### config.mk
export PLATFORM = sky130hd
export DESIGN_NAME = pipe_ctrl_unit
export DESIGN_NICKNAME = d
export VERILOG_FILES = /design/src/rtl/pipe_ctrl_unit.sv
export SDC_FILE = /design/constraint.sdc
export NUM_CORES = 1
export LEC_CHECK = 0
export CAP_MARGIN = 20
export CORE_AREA = 8 8 45 47
export CTS_CLUSTER_DIAMETER = 40
export DETAILED_ROUTE_END_ITERATION = 6
export DIE_AREA = 0 0 53 55
export GPL_ROUTABILITY_DRIVEN = 0
export SLEW_MARGIN = 10
export SYNTH_ARGS = -nofsm -noshare
export SYNTH_HDL_FRONTEND = slang
export SYNTH_SLANG_ARGS = --single-unit
### constraint.sdc
create_clock -name clk -period 3 [get_ports clk]
set_clock_uncertainty 0.05 [all_clocks]
set_input_delay 0.3 -clock clk [delete_from_list [all_inputs] [get_ports clk]]
set_output_delay 0.3 -clock clk [all_outputs]
set_load 0.02 [all_outputs]
### src/rtl/pipe_ctrl_unit.sv
// Pipeline sequencer: warm-up, run, halt with drain, resume with an IF/ID flush pulse.
// Optional single-step support is compiled in with CTRL_SINGLE_STEP_EN.
//
// state  | meaning
// IDLE   | just out of reset, PC held at its start value
// WARMUP | counting down the warm-up period
// RUN    | fetching; PC and register writes gated by stall_req/sw_flag
// DRAIN  | fetch stopped, in-flight instructions retiring
// HALTED | core stopped, waiting for resume (or step)
// STEP   | single fetch, then drain back to HALTED
module pipe_ctrl_unit #(
  parameter int WARMUP_CYCLES = 2,
  parameter int N_STAGES      = 5,
  parameter int CNT_W         = 4
) (
  input  logic       clk,
  input  logic       reset,
  input  logic       sw_flag,
  input  logic       stall_req,
  input  logic       halt_req,
  input  logic       resume,
`ifdef CTRL_SINGLE_STEP_EN
  input  logic       step,
`endif
  output logic       start_pc,
  output logic       pc_en,
  output logic       regwrite,
  output logic       flush,
  output logic [2:0] state_o
);

  typedef enum logic [2:0] {
    IDLE   = 3'd0,
    WARMUP = 3'd1,
    RUN    = 3'd2,
    DRAIN  = 3'd3,
    HALTED = 3'd4,
    STEP   = 3'd5
  } state_t;

  localparam logic [CNT_W-1:0] WARM_LD  = CNT_W'((WARMUP_CYCLES > 0) ? WARMUP_CYCLES - 1 : 0);
  localparam logic [CNT_W-1:0] DRAIN_LD = CNT_W'(N_STAGES - 2);

  state_t           state_q, state_d;
  logic [CNT_W-1:0] cnt_q, cnt_d;
  logic             flush_q, flush_d;

  always_ff @(posedge clk or negedge reset) begin
    if (!reset) begin
      state_q <= IDLE;
      cnt_q   <= '0;
      flush_q <= 1'b0;
    end else begin
      state_q <= state_d;
      cnt_q   <= cnt_d;
      flush_q <= flush_d;
    end
  end

  always_comb begin
    state_d = state_q;
    cnt_d   = cnt_q;
    flush_d = 1'b0;
    case (state_q)
      IDLE: begin
        if (WARMUP_CYCLES == 0) begin
          state_d = RUN;
        end else begin
          state_d = WARMUP;
          cnt_d   = WARM_LD;
        end
      end
      WARMUP: begin
        if (cnt_q == '0) state_d = RUN;
        else             cnt_d   = cnt_q - 1'b1;
      end
      RUN: begin
        if (halt_req) begin
          state_d = DRAIN;
          cnt_d   = DRAIN_LD;
        end
      end
      DRAIN: begin
        if (cnt_q == '0) state_d = HALTED;
        else             cnt_d   = cnt_q - 1'b1;
      end
      HALTED: begin
        if (resume) begin
          state_d = RUN;
          flush_d = 1'b1;
        end
`ifdef CTRL_SINGLE_STEP_EN
        else if (step) begin
          state_d = STEP;
        end
`endif
      end
`ifdef CTRL_SINGLE_STEP_EN
      STEP: begin
        state_d = DRAIN;
        cnt_d   = DRAIN_LD;
      end
`endif
      default: state_d = IDLE;
    endcase
  end

  // Illegal encodings (including STEP when single-step is not built) drive all outputs low.
  always_comb begin
    start_pc = 1'b0;
    pc_en    = 1'b0;
    regwrite = 1'b0;
    case (state_q)
      RUN: begin
        start_pc = 1'b1;
        pc_en    = ~stall_req;
        regwrite = ~sw_flag;
      end
      DRAIN: begin
        start_pc = 1'b1;
        regwrite = ~sw_flag;
      end
      HALTED: start_pc = 1'b1;
`ifdef CTRL_SINGLE_STEP_EN
      STEP: begin
        start_pc = 1'b1;
        pc_en    = ~stall_req;
        regwrite = ~sw_flag;
      end
`endif
      default: ;
    endcase
  end

  assign flush   = flush_q;
  assign state_o = state_q;

endmodule

==> flow_metrics.tcl, run 1 <==
set metrics [dict create \
    cts.clk_slew.worst_paths_ns 0.06 \
    numCtsBuffers 3 \
    crit_path_end_kind "output port" \
    crit_buf_inv 1 \
    postLayoutCellArea_um2 632 \
    coreArea_mm2 0.00138 \
    grt_setup_unrepaired "false" \
    fmaxAchievable_mhz 433 \
    whs_ns 0.270 \
    power_density_mw_per_mm2 957 \
    crit_path_cell_trace "or3b_1 > nand2_1 > clkdlybuf4s50_1" \
    boundaryPins 13 \
    num-fill-cells 141 \
    first_pass_iters 4 \
    power_frac_comb_pct 50.7 \
    cts-resized-gates 0 \
    die_w_um 53 \
    critPathSlowestCell "clkdlybuf4s50_1" \
    outcome "finished, final reports clean" \
    layout-drive-gt1-share_pct 6.15 \
    num_vias 424 \
    final_max_slew_viol_count 0 \
    drc 0 \
    placed_cell_area_um2 609 \
    critical-path-max-stage-delay_ns 0.60 \
    intPower_mw 0.352 \
    postLayoutCoreUtil_pct 45.7 \
    start_util_pct 34.4 \
    yosys_warnings 0 \
    setup_slack_ns 0.689 \
    synth_area_um2 477 \
    setup_viol 0 \
    port_buffers 12 \
    crit_arrival_ns 1.96 \
    ys_types 27 \
    startpoint_type "flop" \
    hold_viol 0 \
    hold_buffers 0 \
    critPathRequiredTime_ns 2.65 \
    yosysTopAreaCell "dfrtp_1" \
    cts_setup_buffers 0 \
    cts_tree "done" \
    wl_per_cell_um 13.6 \
    antenna_found_initial 0 \
    seqPwrFrac_pct 35.6 \
    syn_area_per_cell_um2 9.17 \
    p_switching_mw 0.253 \
    p_clk_share_pct 13.7 \
    grt_pass1_wl_um 1820 \
    globalRouteTotalUtil_pct 8.73 \
    drv_cap 0 \
    viasPerCell 5.23 \
    worstPathMaxFanout 18 \
    grt_max_degree 19 \
    synth.top_cell.area_share_pct 42.0 \
    diodes 0 \
    min_path_type "in -> async" \
    syn-num-nets 60 \
    first_iter_violations 13 \
    fin_setup_tns_ns 0 \
    post-dp-hpwl_um 860 \
    pre_cts_ws_ns 0.953 \
    wirelength_um 1100 \
    die_h_um 55 \
    clk_path_buf_depth 2 \
    worst_pin_slew_ns 0.480 \
    max_slew_margin_pct 68.0 \
    netlist_instances 52 \
    grt_pass1_vias 404 \
    synth_seq_cells 8 \
    switching_share_pct 41.8 \
    worstSetupPathType "reg -> out" \
    area_delta_synth_final_pct 32.5 \
    yosysSeqAreaShare_pct 42.0 \
    cts-root-buf "clkbuf_4" \
    leakagePower_nw 0.267 \
    yosys-top-cells-area "dfrtp_1 (42%), ha_1 (5.2%), nand2_1 (3.9%)" \
    row_count 14 \
    clk_latency_ns 0.26 \
    nets 75 \
    ir_drop_mv 0.485 \
    period_needed_ns 2.31 \
    htree_num_levels 1 \
    critPathTopFamily "buffers and inverters" \
    grt-ovfl-total 0 \
    design.die.area_mm2 0.00292 \
    postRouteAntennaNets 0 \
    post-route-period-util_pct 77.0 \
    clkSinkCount 8 \
]
-- worst paths after layout --
path | endpoint | start | slack (ns) | depth (start not counted)
hold reg to reg | cnt_q[3] | cnt_q[3] | 0.58 | 2
min in group clk | cnt_q[3] | cnt_q[3] | 0.58 | 2
hold / removal | state_o[2] | reset | 0.27 | 1
max in group asynchronous | cnt_q[1] | reset | 2.35 | 1
setup / recovery | start_pc | state_o[0] | 0.69 | 3
setup reg to reg | cnt_q[3] | state_o[2] | 1.26 | 3
-- layout by cell type, fill, tap and decap left out, types with 2 or more instances in the layout --
cell type / Yosys / routed
dfrtp_1: 8 / 8
a211oi_1: 2 / 2
a21oi_1: 2 / 2
ha_1: 2 / 2
nand3_1: 3 / 3
clkbuf_4: 0 / 3
o21ai_0: 2 / 2
nand2_1: 5 / 5
clkdlybuf4s50_1: 0 / 12
inv_1: 4 / 4
nor2_1: 5 / 5
-- cells by family (layout without fill, tap and decap cells) --
| kind of cell | after synthesis | after routing | share of synthesized area (%) |
|---|---|---|---|
| AO/OA/AOI/OAI | 13 | 13 | 19.9 |
| adder cells (fa/ha/maj) | 2 | 2 | 5.25 |
| buffers and inverters | 6 | 19 | 4.72 |
| flip-flops | 8 | 8 | 42.0 |
| AND/OR/NAND/NOR | 23 | 23 | 28.1 |
-- cell type report --
type | count | area [um2] | area share [%]
clock buffer | 3 | 22.5 | 3.56
inverter | 4 | 15.0 | 2.38
multi-input combinational | 38 | 254 | 40.2
sequential | 8 | 200 | 31.7
tap | 16 | 20.0 | 3.17
timing repair buffer | 12 | 120 | 19.0
-- through the flow --
stage / power [mW] / instances
3_3_place_gp: 0.529 / 78
6_report: 0.605 / 81
2_1_floorplan: 0.417 / 52
4_1_cts: 0.613 / 81
5_1_grt: 0.666 / 81
3_5_place_dp: 0.530 / 78
-- Yosys cell counts (all sizes together) --
master,instances
nor3,1
clkbuf,2
a21oi,2
nor2,5
nand2b,1
and3,1
or4,1
nor3b,2
dfrtp,8
o32ai,1
inv,4
o22a,1
o311a,1
o21ai,2
nor4bb,1
o22ai,1
or3b,1
nand2,5
nand3,3
ha,2
a311o,1
nand3b,1
or4b,1
o2111ai,1
a211oi,2
o211ai,1
-- state kept, by name (all words and copies together) (netlist names) --
name and count:
flush 1, cnt_q 4, state_o 3
-- worst register-to-register path, delay by kind of cell (launching register included) --
family | cells | cell delay [ns]
simple gates | 3 | 1.11
flops | 1 | 0.51
-- power groups by stage --
| stage | clock network [mW] | registers [mW] | logic [mW] |
|---|---|---|---|
| 2_1_floorplan | 0 | 0.207 | 0.211 |
| 4_1_cts | 0.0839 | 0.216 | 0.314 |
| 5_1_grt | 0.0904 | 0.227 | 0.349 |
| 3_5_place_dp | 0 | 0.218 | 0.312 |
| 6_report | 0.0828 | 0.215 | 0.307 |
| 3_3_place_gp | 0 | 0.217 | 0.312 |
-- routing by layer --
metal / share of wire, % / track usage, % / wire, um / vias to the layer above
li1: - / - / - / 218
met1: 43 / 9.85 / 476 / 192
met2: 47 / 12.7 / 518 / 12
met3: 8.2 / 5.61 / 90 / 2
met4: 1.1 / 3.88 / 12 / 0
met5: 0 / 0 / 0 / -
No activity file was read; power rests on OpenSTA's default activity.
==> run 2: changes to the inputs <==
==> constraint.sdc (replaced) <==
create_clock -name clk -period 2.3 [get_ports clk]
set_clock_uncertainty 0.05 [all_clocks]
set_input_delay 0.23 -clock clk [delete_from_list [all_inputs] [get_ports clk]]
set_output_delay 0.23 -clock clk [all_outputs]
set_load 0.02 [all_outputs]
==> flow_metrics.tcl, run 2 (synthesis gave the netlist of run 1 again) <==
set metrics [dict create \
    leakagePower_nw 0.283 \
    reg2reg_slack_ns 0.47 \
    largest_reg_flops 4 \
    nets 78 \
    area_delta_synth_final_pct 37.3 \
    grt_pass1_wl_um 1880 \
    clk_latency_ns 0.26 \
    worst_pin_slew_ns 0.405 \
    hold_buffers 0 \
    grt_setup_unrepaired "false" \
    first_pass_iters 4 \
    port_buffers 12 \
    p_total_mw 0.819 \
    diodes 0 \
    num_vias 445 \
    drc 0 \
    critPathRequiredTime_ns 2.02 \
    grt-ovfl-total 0 \
    switching_share_pct 41.5 \
    layout-drive-gt1-share_pct 10.3 \
    p_switching_mw 0.340 \
    viasPerCell 5.30 \
    drv_cap 0 \
    layout_common_cells "clkdlybuf4s50_1 (12), dfrtp_1 (8), nand2_1 (5), nor2_1 (5), inv_1 (4)" \
    regMostFlops "cnt_q" \
    grt_max_degree 18 \
    pre_cts_ws_ns 0.464 \
    intPower_mw 0.479 \
    crit_path_end_kind "output port" \
    numCtsBuffers 3 \
    die_w_um 53 \
    grt_pass1_vias 430 \
    cts-root-buf "clkbuf_4" \
    fin_setup_tns_ns 0 \
    ir_drop_mv 0.499 \
    antenna_found_initial 0 \
    min_path_type "in -> async" \
    htree_num_levels 1 \
    cts_setup_buffers 0 \
    power_frac_comb_pct 54.8 \
    globalRouteTotalUtil_pct 9.02 \
    wl_per_cell_um 14.1 \
    max_slew_margin_pct 72.9 \
    seqPwrFrac_pct 31.5 \
    outcome "finished, final reports clean" \
    postLayoutCoreUtil_pct 47.3 \
    cts_tree "done" \
    start_util_pct 34.4 \
    post-route-period-util_pct 91.6 \
    design.die.area_mm2 0.00292 \
    worstPathMaxFanout 9 \
    die_h_um 55 \
    final_common_cell "clkdlybuf4s50_1" \
    postRouteAntennaNets 0 \
    startpoint_type "flop" \
    setup_viol 0 \
    fmaxAchievable_mhz 475 \
    hold_viol 0 \
    final_max_slew_viol_count 0 \
    cts.clk_slew.worst_paths_ns 0.06 \
    post-dp-hpwl_um 862 \
    cts-resized-gates 0 \
    power_density_mw_per_mm2 1250 \
    setup_slack_ns 0.193 \
    boundaryPins 13 \
    period_needed_ns 2.11 \
    clkSinkCount 8 \
    crit_arrival_ns 1.83 \
    p_clk_share_pct 13.7 \
    row_count 14 \
    clk_path_buf_depth 2 \
    wirelength_um 1180 \
    coreArea_mm2 0.00138 \
    worstSetupPathType "reg -> out" \
    first_iter_violations 11 \
]
-- run 2: final cells by class --
cell class	instances	area, um2
fill	129	729
timing repair buffer	15	143
tap	16	20.0
clock buffer	3	22.5
multi-input combinational	38	254
sequential	8	200
inverter	4	15.0
-- run 2: worst paths after layout --
kind,start,end,depth (start not counted)
max,state_o[2],start_pc,3
min,reset,cnt_q[2],1
max reg2reg,state_o[2],cnt_q[3],4
min reg2reg,state_o[0],flush,2
max in group asynchronous,reset,state_o[2],1
min in group clk,resume,flush,3
-- run 2: critical path, cell delays in order (launching register included) --
cell and delay [ns]:
dfrtp_1 0.47, or3b_1 0.43, nand2_1 0.07, clkdlybuf4s50_1 0.60
-- run 2: layer usage --
metal	up-vias	part of all wire, %	track usage [%]
li1	226	-	-
met1	207	46	10.2
met2	8	46	13.7
met3	4	3.9	2.67
met4	0	3.6	7.76
met5	-	0	0
-- run 2: per-stage QoR --
stage | hold WS [ns] | instances | instance area [um2]
final | 0.215 | 84 | 654
after global routing | 0.243 | 84 | 654
after CTS | 0.224 | 84 | 654
after detailed placement | 0.503 | 81 | 632
after global placement | 0.502 | 81 | 632
after floorplan | -0.116 | 52 | 477
-- run 2: power by group through the flow --
stage	clock network, mW	logic, mW	registers [mW]
3_5_place_dp	0	0.451	0.260
4_1_cts	0.115	0.452	0.257
2_1_floorplan	0	0.275	0.270
6_report	0.112	0.449	0.258
5_1_grt	0.124	0.502	0.269
3_3_place_gp	0	0.453	0.261
==> run 3: changes to the inputs <==
--- a/config.mk
+++ b/config.mk
@@ -5,7 +5,7 @@
 export SDC_FILE = /design/constraint.sdc
 export NUM_CORES = 1
 export LEC_CHECK = 0
-export CAP_MARGIN = 20
+export CAP_MARGIN = 10
 export CORE_AREA = 8 8 45 47
 export CTS_CLUSTER_DIAMETER = 40
 export DETAILED_ROUTE_END_ITERATION = 6
==> results of run 3 <==
The final DEF is identical to that of run 2; final timing and power are the same.
